### src/rtl/core_boot_harness.sv
// core_boot_harness: bring-up controller for the single-cycle RISC-V core.
// Streams a program into instruction memory over a valid/ready port, holds the
// core in reset until the last word has landed, then runs the core under a
// cycle watchdog and reports pass / fail / timeout.
// Optional macro RETIRE_COUNT_EN adds the instret retired-instruction counter.
module core_boot_harness #(
  parameter int unsigned ADDR_W      = 10,
  parameter int unsigned MAX_CYCLES  = 1000,
  parameter logic [31:0] TOHOST_ADDR = 32'h0000_0FF0,
  parameter logic [31:0] HALT_INSTR  = 32'h0010_0073,
  parameter int unsigned CNT_W       = 32
) (
  input  logic              clk,
  input  logic              rst,
  input  logic              start,
  input  logic              ld_valid,
  input  logic [31:0]       ld_data,
  input  logic              ld_last,
  output logic              ld_ready,
  output logic              imem_we,
  output logic [ADDR_W-1:0] imem_waddr,
  output logic [31:0]       imem_wdata,
  output logic              core_rst,
  input  logic              ex_valid,
  input  logic [31:0]       ex_instr,
  input  logic              dmem_we,
  input  logic [31:0]       dmem_addr,
  input  logic [31:0]       dmem_wdata,
  output logic              done,
  output logic              pass,
  output logic              timeout,
  output logic [31:0]       result,
  output logic [CNT_W-1:0]  cycle_count,
  output logic [ADDR_W:0]   words_loaded
`ifdef RETIRE_COUNT_EN
  , output logic [CNT_W-1:0] instret
`endif
);

  typedef enum logic [2:0] {
    S_IDLE,
    S_LOAD,
    S_RELEASE,
    S_RUN,
    S_DONE
  } state_t;

  state_t state, state_nx;

  logic hs;
  logic mem_full;
  logic start_ok;
  logic hit_tohost;
  logic hit_halt;
  logic hit_limit;

  // The handshake that fills the last free word also closes the load.
  assign hs         = (state == S_LOAD) && ld_valid;
  assign mem_full   = &words_loaded[ADDR_W-1:0];
  assign start_ok   = start && ((state == S_IDLE) || (state == S_DONE));
  assign hit_tohost = dmem_we && (dmem_addr == TOHOST_ADDR);
  assign hit_halt   = ex_valid && (ex_instr == HALT_INSTR);
  assign hit_limit  = (cycle_count == CNT_W'(MAX_CYCLES - 1));

  // State register.
  always_ff @(posedge clk) begin
    if (rst) state <= S_IDLE;
    else     state <= state_nx;
  end

  // Next-state decode plus the state-derived handshake and core reset.
  always_comb begin
    state_nx = state;
    ld_ready = 1'b0;
    core_rst = 1'b1;
    case (state)
      S_IDLE:    if (start) state_nx = S_LOAD;
      S_LOAD: begin
        ld_ready = 1'b1;
        if (ld_valid && (ld_last || mem_full)) state_nx = S_RELEASE;
      end
      S_RELEASE: state_nx = S_RUN;
      S_RUN: begin
        core_rst = 1'b0;
        if (hit_tohost || hit_halt || hit_limit) state_nx = S_DONE;
      end
      S_DONE:    if (start) state_nx = S_LOAD;
      default:   state_nx = S_IDLE;
    endcase
  end

  // Load datapath, run counters and sticky result flags.
  always_ff @(posedge clk) begin
    if (rst) begin
      imem_we      <= 1'b0;
      imem_waddr   <= '0;
      imem_wdata   <= '0;
      done         <= 1'b0;
      pass         <= 1'b0;
      timeout      <= 1'b0;
      result       <= '0;
      cycle_count  <= '0;
      words_loaded <= '0;
    end else begin
      imem_we <= 1'b0;
      if (start_ok) begin
        done         <= 1'b0;
        pass         <= 1'b0;
        timeout      <= 1'b0;
        result       <= '0;
        cycle_count  <= '0;
        words_loaded <= '0;
        imem_waddr   <= '0;
      end
      if (hs) begin
        imem_we      <= 1'b1;
        imem_waddr   <= words_loaded[ADDR_W-1:0];
        imem_wdata   <= ld_data;
        words_loaded <= words_loaded + 1'b1;
      end
      // The terminating cycle does not advance cycle_count, so a timeout
      // reports MAX_CYCLES-1 after exactly MAX_CYCLES run cycles.
      if (state == S_RUN) begin
        if (hit_tohost) begin
          done    <= 1'b1;
          result  <= dmem_wdata;
          pass    <= (dmem_wdata == 32'd1);
          timeout <= 1'b0;
        end else if (hit_halt) begin
          done    <= 1'b1;
          result  <= '0;
          pass    <= 1'b1;
          timeout <= 1'b0;
        end else if (hit_limit) begin
          done    <= 1'b1;
          result  <= '0;
          pass    <= 1'b0;
          timeout <= 1'b1;
        end else if (cycle_count != '1) begin
          cycle_count <= cycle_count + 1'b1;
        end
      end
    end
  end

`ifdef RETIRE_COUNT_EN
  // Retired-instruction counter; counts the halting instruction too.
  always_ff @(posedge clk) begin
    if (rst || start_ok)                                     instret <= '0;
    else if ((state == S_RUN) && ex_valid && (instret != '1)) instret <= instret + 1'b1;
  end
`endif

endmodule

### config.mk
export PLATFORM = sky130hd
export DESIGN_NAME = core_boot_harness
export DESIGN_NICKNAME = d
export VERILOG_FILES = /design/src/rtl/core_boot_harness.sv
export SDC_FILE = /design/constraint.sdc
export NUM_CORES = 1
export LEC_CHECK = 0
export CORE_AREA = 10 10 124 126
export CTS_CLUSTER_DIAMETER = 50
export CTS_CLUSTER_SIZE = 10
export DETAILED_ROUTE_END_ITERATION = 7
export DIE_AREA = 0 0 134 136
export GPL_TIMING_DRIVEN = 0
export HOLD_SLACK_MARGIN = 0.03
export MAX_ROUTING_LAYER = met4
export PLACE_DENSITY = 0.84
export SLEW_MARGIN = 20
export SYNTH_ARGS = -nofsm -noshare
export SYNTH_HDL_FRONTEND = slang
export SYNTH_SLANG_ARGS = --single-unit
### constraint.sdc
create_clock -name clk -period 4.8 [get_ports clk]
set_input_delay 0.96 -clock clk [delete_from_list [all_inputs] [get_ports clk]]
set_output_delay 0.96 -clock clk [all_outputs]
set_load 0.01 [all_outputs]
==> results.py, run 1 <==
metrics = {
    "outcome": {
        "status": "finished clean",
    },
    "logic_synthesis": {
        "syn_area_per_cell_um2": 8.24,
        "synthArstFlopShare_pct": 0,
        "synth-main-ff-cell": "dfxtp_1",
        "yosysSeqAreaShare_pct": 43.3,
        "syn_nets": 832,
        "synth_cell_types": 60,
        "postSynthCellCount": 695,
        "yosys_warnings": 0,
        "yosys_register_bits": 124,
        "syn-cell-area_um2": 5730,
        "synth_edf_count": 0,
    },
    "clock_network": {
        "post-cts-setup-buffers": 0,
        "numClockSinks": 124,
        "htreeDepth": 4,
        "cts_hold_buf": 0,
        "clk_pin_slew_ns": 0.06,
        "cts_tree": "done",
        "ctsLongestPathBuffers": 2,
        "cts_buffers": 17,
        "cts_repair_resize_count": 0,
        "clk_latency_ns": 0.42,
        "root_buffer": "clkbuf_16",
    },
    "final_layout": {
        "nets": 1108,
        "drive_gt1_share_pct": 7.22,
        "multi_input_comb_area_um2": 3000,
        "final_core_util_pct": 70.4,
        "syn_to_final_growth_pct": 59.6,
        "fillers": 1031,
        "mostFrequentLayoutCells": "clkdlybuf4s50_1 (257), dfxtp_1 (124), nand2_1 (115)",
        "regArea_um2": 2480,
        "final_common_cell": "clkdlybuf4s50_1",
    },
    "setup_path": {
        "worstPathMaxFanout": 10,
        "r2r_end": "cycle_count[31]",
        "cp_num_buf_inv": 2,
        "cpLargestDelayFamily": "simple AND/OR/NAND/NOR gates",
        "cp-start-kind": "primary input",
        "worstRegToRegCells": 8,
        "cp.arrival_ns": 3.67,
        "path_cells": "clkdlybuf4s50_1 -> nor4_1 -> nand4_1 -> nor4_1 -> nor4_1 -> nand2_1 -> buf_2 -> o221ai_1",
        "r2r_slack_ns": 2.06,
        "worstReg2RegStart": "cycle_count[0]",
        "end_kind": "flip-flop",
        "cp.required_ns": 5.08,
        "slowest_stage": "nor4_1",
        "crit_type": "primary input to flip-flop",
        "cpPeakStageDelay_ns": 0.85,
        "crit_top_cell": "nor4_1",
    },
    "sta": {
        "post-route-period-util_pct": 70.5,
        "finalMaxSlewViolations": 0,
        "setup_violations": 0,
        "final-hold-violation-count": 0,
        "fmax_mhz": 295,
        "worst_clock_skew_ns": 0.0118,
        "max_slew_margin_pct": 33.0,
        "rsz0062_at_grt": "false",
        "worst_slew_pin_slew_ns": 0.993,
        "tns_ns": 0,
        "fin_crit_ns": 3.39,
    },
    "grt": {
        "grt_util_all_layers_pct": 23.9,
        "antenna_found_initial": 1,
        "grt_pass1_vias": 6394,
        "gr-total-overflow": 0,
        "grt_pass1_wl_um": 33800,
        "grt_max_degree": 17,
    },
    "worst_hold_path": {
        "worstHoldEndpoint": "imem_wdata[31]",
        "hp-class": "flip-flop to flip-flop",
        "hold_start": "imem_wdata[31]",
        "hold_depth": 2,
    },
    "route": {
        "via_per_inst": 5.65,
        "drc": 0,
        "drtIter0Drc": 523,
        "vias": 6556,
        "drt_first_pass_iters": 7,
        "wl_um": 22400,
        "ant_nets": 0,
        "wl_per_cell_um": 19.3,
    },
    "pwr": {
        "leakage_nw": 3.04,
        "p_per_area_nw_per_um2": 300,
        "irDropWorstVdd_mv": 0.279,
        "p_total_mw": 2.74,
    },
    "floorplanning": {
        "die_x_um": 134,
        "num_rows": 42,
        "start_util_pct": 44.1,
        "die_area_um2": 18200,
        "core_area_um2": 13000,
        "die_h_um": 136,
        "ios": 258,
    },
    "placed_design": {
        "gp_congestion": 0.917,
        "portBuffers": 257,
        "hpwlAfterDp_um": 17000,
    },
    "job": {
        "drv_cap": 0,
    },
}
final cells by class:
| cell class | instances | area share, % |
|---|---|---|
| multi-input combinational | 518 | 32.9 |
| timing repair buffer | 257 | 28.2 |
| sequential | 124 | 27.2 |
| clock buffer | 20 | 4.89 |
| buffer | 48 | 2.44 |
| tap | 176 | 2.41 |
| clock inverter | 12 | 1.85 |
| inverter | 5 | 0.205 |
| antenna | 1 | 0.0274 |
synth_stat cells (all sizes together) (3+ instances only):
library cell	n	area share, %
a21o	3	0.39
nand2b	10	1.1
nand2	115	7.5
a31o	3	0.46
mux2i	6	1.0
clkbuf	31	2.0
o21ai	24	2.2
a21oi	56	4.9
or3	8	0.87
o211ai	7	0.92
xnor2	3	0.46
or2	3	0.33
nand4	24	3.0
or4	5	0.72
inv	5	0.33
a31oi	6	0.66
nor2	66	4.3
a221oi	20	4.3
and3	10	1.1
nor4b	6	0.92
nand3	38	3.3
nor2b	3	0.33
and4	4	0.61
a22oi	33	4.3
buf	17	1.9
dfxtp	124	43
nor3	12	1.1
nor4	27	3.7
worst min-delay path, cell delays in order (launching register included):
cell and delay [ns]:
dfxtp_1 0.30, nand2_1 0.05, a21oi_1 0.05
cell families after synthesis:
kind of cell / Yosys count / share of synthesized area (%)
adder cells (fa/ha/maj): 2 / 0.437
XOR/XNOR: 4 / 0.612
AO/OA/AOI/OAI: 167 / 20.3
multiplexers: 6 / 1.05
AND/OR/NAND/NOR: 339 / 30.1
flip-flops: 124 / 43.3
buffers and inverters: 53 / 4.22
state kept, by name, indices dropped and copies added (netlist names):
signal        cells
cycle_count      32
imem_wdata       32
result           32
words_loaded     11
imem_waddr       10
state             3
done              1
imem_we           1
pass              1
timeout           1
worst max-delay path by stage:
stage / startpoint / endpoint / slack, ns / cells past startpoint
after floorplan: dmem_addr[1] / cycle_count[6] / 2.14 / 7
after global placement: ex_instr[29] / cycle_count[31] / 1.00 / 8
after detailed placement: ex_instr[29] / result[12] / 0.96 / 8
after CTS: ex_instr[29] / result[12] / 1.38 / 8
after global routing: ex_instr[29] / result[12] / 1.19 / 8
final: ex_instr[29] / cycle_count[31] / 1.42 / 8
report_power, final:
part / switching, mW / internal [mW]
clock: 0.470 / 0.878
combinational: 0.163 / 0.169
sequential: 0.0145 / 1.05
stage by stage:
step / std cells / instance area (µm²) / hold slack, ns / setup slack (ns)
after floorplan: 695 / 5730 / 0.467 / 2.14
after global placement: 1128 / 8520 / 0.441 / 1.00
after detailed placement: 1128 / 8520 / 0.446 / 0.957
after CTS: 1160 / 9140 / 0.453 / 1.38
after global routing: 1161 / 9140 / 0.466 / 1.19
final: 1161 / 9140 / 0.450 / 1.42
per-layer routing:
metal | vias up | wire length (µm) | GRT usage [%]
met5 | - | 0 | -
li1 | 3120 | - | -
met2 | 323 | 11100 | 39.5
met1 | 3080 | 8890 | 26.7
met3 | 33 | 1980 | 8.04
met4 | 0 | 454 | 8.22
Note: power is estimated with default switching activity, not from simulation.
==> run 2, diff against run 1 <==
- CORE_AREA: 10 10 124 126 -> 10 10 134 136
- DIE_AREA: 0 0 134 136 -> 0 0 144 146
- PLACE_DENSITY: 0.84 -> 0.75
- clock period: 4.8 -> 2.8 ns (I/O delays scaled with it)
==> results.py, run 2 (synthesized netlist as in run 1, its figures left out) <==
metrics = {
    "clock_network": {
        "numClockSinks": 124,
        "clk_pin_slew_ns": 0.06,
        "clk_latency_ns": 0.42,
        "cts_tree": "done",
        "root_buffer": "clkbuf_16",
        "htreeDepth": 4,
        "cts_hold_buf": 0,
        "cts_buffers": 17,
        "cts_repair_resize_count": 1,
        "post-cts-setup-buffers": 0,
        "ctsLongestPathBuffers": 2,
    },
    "sta": {
        "max_slew_margin_pct": 51.1,
        "whs_ns": 0.452,
        "final-hold-violation-count": 0,
        "worst_slew_pin_slew_ns": 0.727,
        "finalMaxSlewViolations": 0,
        "worst_clock_skew_ns": 0.00877,
        "post-route-period-util_pct": 95.6,
        "rsz0062_at_grt": "false",
        "worst_slack_ns": 0.125,
        "setup_violations": 0,
        "fin_crit_ns": 2.68,
        "fmax_mhz": 374,
    },
    "floorplanning": {
        "core_area_um2": 15500,
        "num_rows": 46,
        "start_util_pct": 37.0,
        "die_area_um2": 21000,
        "die_h_um": 146,
        "die_x_um": 144,
        "ios": 258,
    },
    "setup_path": {
        "worstPathMaxFanout": 10,
        "worstRegToRegCells": 8,
        "end_kind": "flip-flop",
        "r2r_end": "cycle_count[31]",
        "cp.required_ns": 3.08,
        "cp-start-kind": "flip-flop",
        "r2r_slack_ns": 0.12,
        "worstReg2RegStart": "cycle_count[11]",
        "cp.arrival_ns": 2.96,
        "crit_type": "flip-flop to flip-flop",
    },
    "final_layout": {
        "drive_gt1_share_pct": 7.54,
        "multi_input_comb_area_um2": 3040,
        "syn_to_final_growth_pct": 60.0,
        "final_common_cell": "clkdlybuf4s50_1",
        "nets": 1108,
        "regArea_um2": 2480,
        "mostFrequentLayoutCells": "clkdlybuf4s50_1 (257), dfxtp_1 (124), nand2_1 (115)",
        "fin_cells": 1175,
        "final_core_util_pct": 59.2,
        "largestRegisters": "cycle_count x32, imem_wdata x32, result x32",
        "fillers": 1357,
    },
    "worst_hold_path": {
        "worstHoldEndpoint": "imem_wdata[26]",
        "hold_depth": 2,
        "hp-class": "flip-flop to flip-flop",
        "hold_start": "imem_wdata[26]",
    },
    "route": {
        "ant_nets": 0,
        "drc": 0,
        "via_per_inst": 5.47,
        "wl_per_cell_um": 19.0,
        "vias": 6430,
        "drt_first_pass_iters": 5,
        "drtIter0Drc": 580,
        "wl_um": 22300,
    },
    "grt": {
        "gr-total-overflow": 0,
        "grt_pass1_vias": 6299,
        "antenna_found_initial": 1,
        "grt_max_degree": 17,
        "grt_util_all_layers_pct": 21.1,
        "grt_pass1_wl_um": 34300,
    },
    "pwr": {
        "leakage_nw": 3.05,
        "irDropWorstVdd_mv": 0.391,
        "p_per_area_nw_per_um2": 502,
    },
    "placed_design": {
        "post-place-ws_ns": -0.664,
        "dp_cells": 1144,
        "hpwlAfterDp_um": 16900,
        "gp_congestion": 0.902,
        "portBuffers": 257,
    },
    "job": {
        "drv_cap": 0,
    },
    "outcome": {
        "status": "finished clean",
    },
}
## run 2: metal layers
| layer | vias up | global-route usage, % | wire, µm |
|---|---|---|---|
| met1 | 3036 | 24.5 | 9120 |
| met5 | - | - | 0 |
| met2 | 252 | 34.2 | 11100 |
| met4 | 0 | 5.31 | 269 |
| met3 | 25 | 6.82 | 1800 |
| li1 | 3117 | - | - |
## run 2: cell type report
cell class | count | share of cell area [%]
Multi-Input combinational cell | 518 | 33.2
Antenna cell | 1 | 0.0273
Inverter | 5 | 0.205
Timing Repair Buffer | 257 | 28.1
Sequential cell | 124 | 27.1
Tap cell | 192 | 2.62
Buffer | 48 | 2.43
Clock buffer | 18 | 4.69
Clock inverter | 12 | 1.64
## run 2: stage by stage
step	setup TNS, ns	cell area (µm²)	total power [mW]
after floorplan	0	5730	2.08
after global placement	-37.89	8540	2.42
after detailed placement	-38.70	8540	2.43
after CTS	0	9130	4.62
after global routing	0	9160	4.75
final	0	9160	4.60
## run 2: worst max-delay path by stage
stage	startpoint	endpoint	slack (ns)	cells after the start
3_3_place_gp	ex_instr[29]	cycle_count[14]	-0.65	8
2_1_floorplan	dmem_addr[1]	cycle_count[6]	0.54	7
4_1_cts	dmem_addr[14]	result[20]	0.02	8
5_1_grt	cycle_count[0]	cycle_count[31]	0.02	8
3_5_place_dp	ex_instr[17]	result[0]	-0.66	8
6_report	cycle_count[11]	cycle_count[31]	0.12	8
## run 2: critical path, cell delays in order, from the launching register on
cell	delay (ns)
dfxtp_1	0.32
buf_2	0.17
nor4_1	0.44
nand4_1	0.23
nor4_4	0.53
nor4_1	0.20
nand2_1	0.20
buf_2	0.31
o221ai_1	0.14
## run 2: power breakdown
group / switching, mW / leakage (nW) / total [mW] / internal [mW]
clock: 0.824 / 0.277 / 2.21 / 1.38
combinational: 0.281 / 1.78 / 0.572 / 0.291
sequential: 0.0235 / 1.00 / 1.82 / 1.80
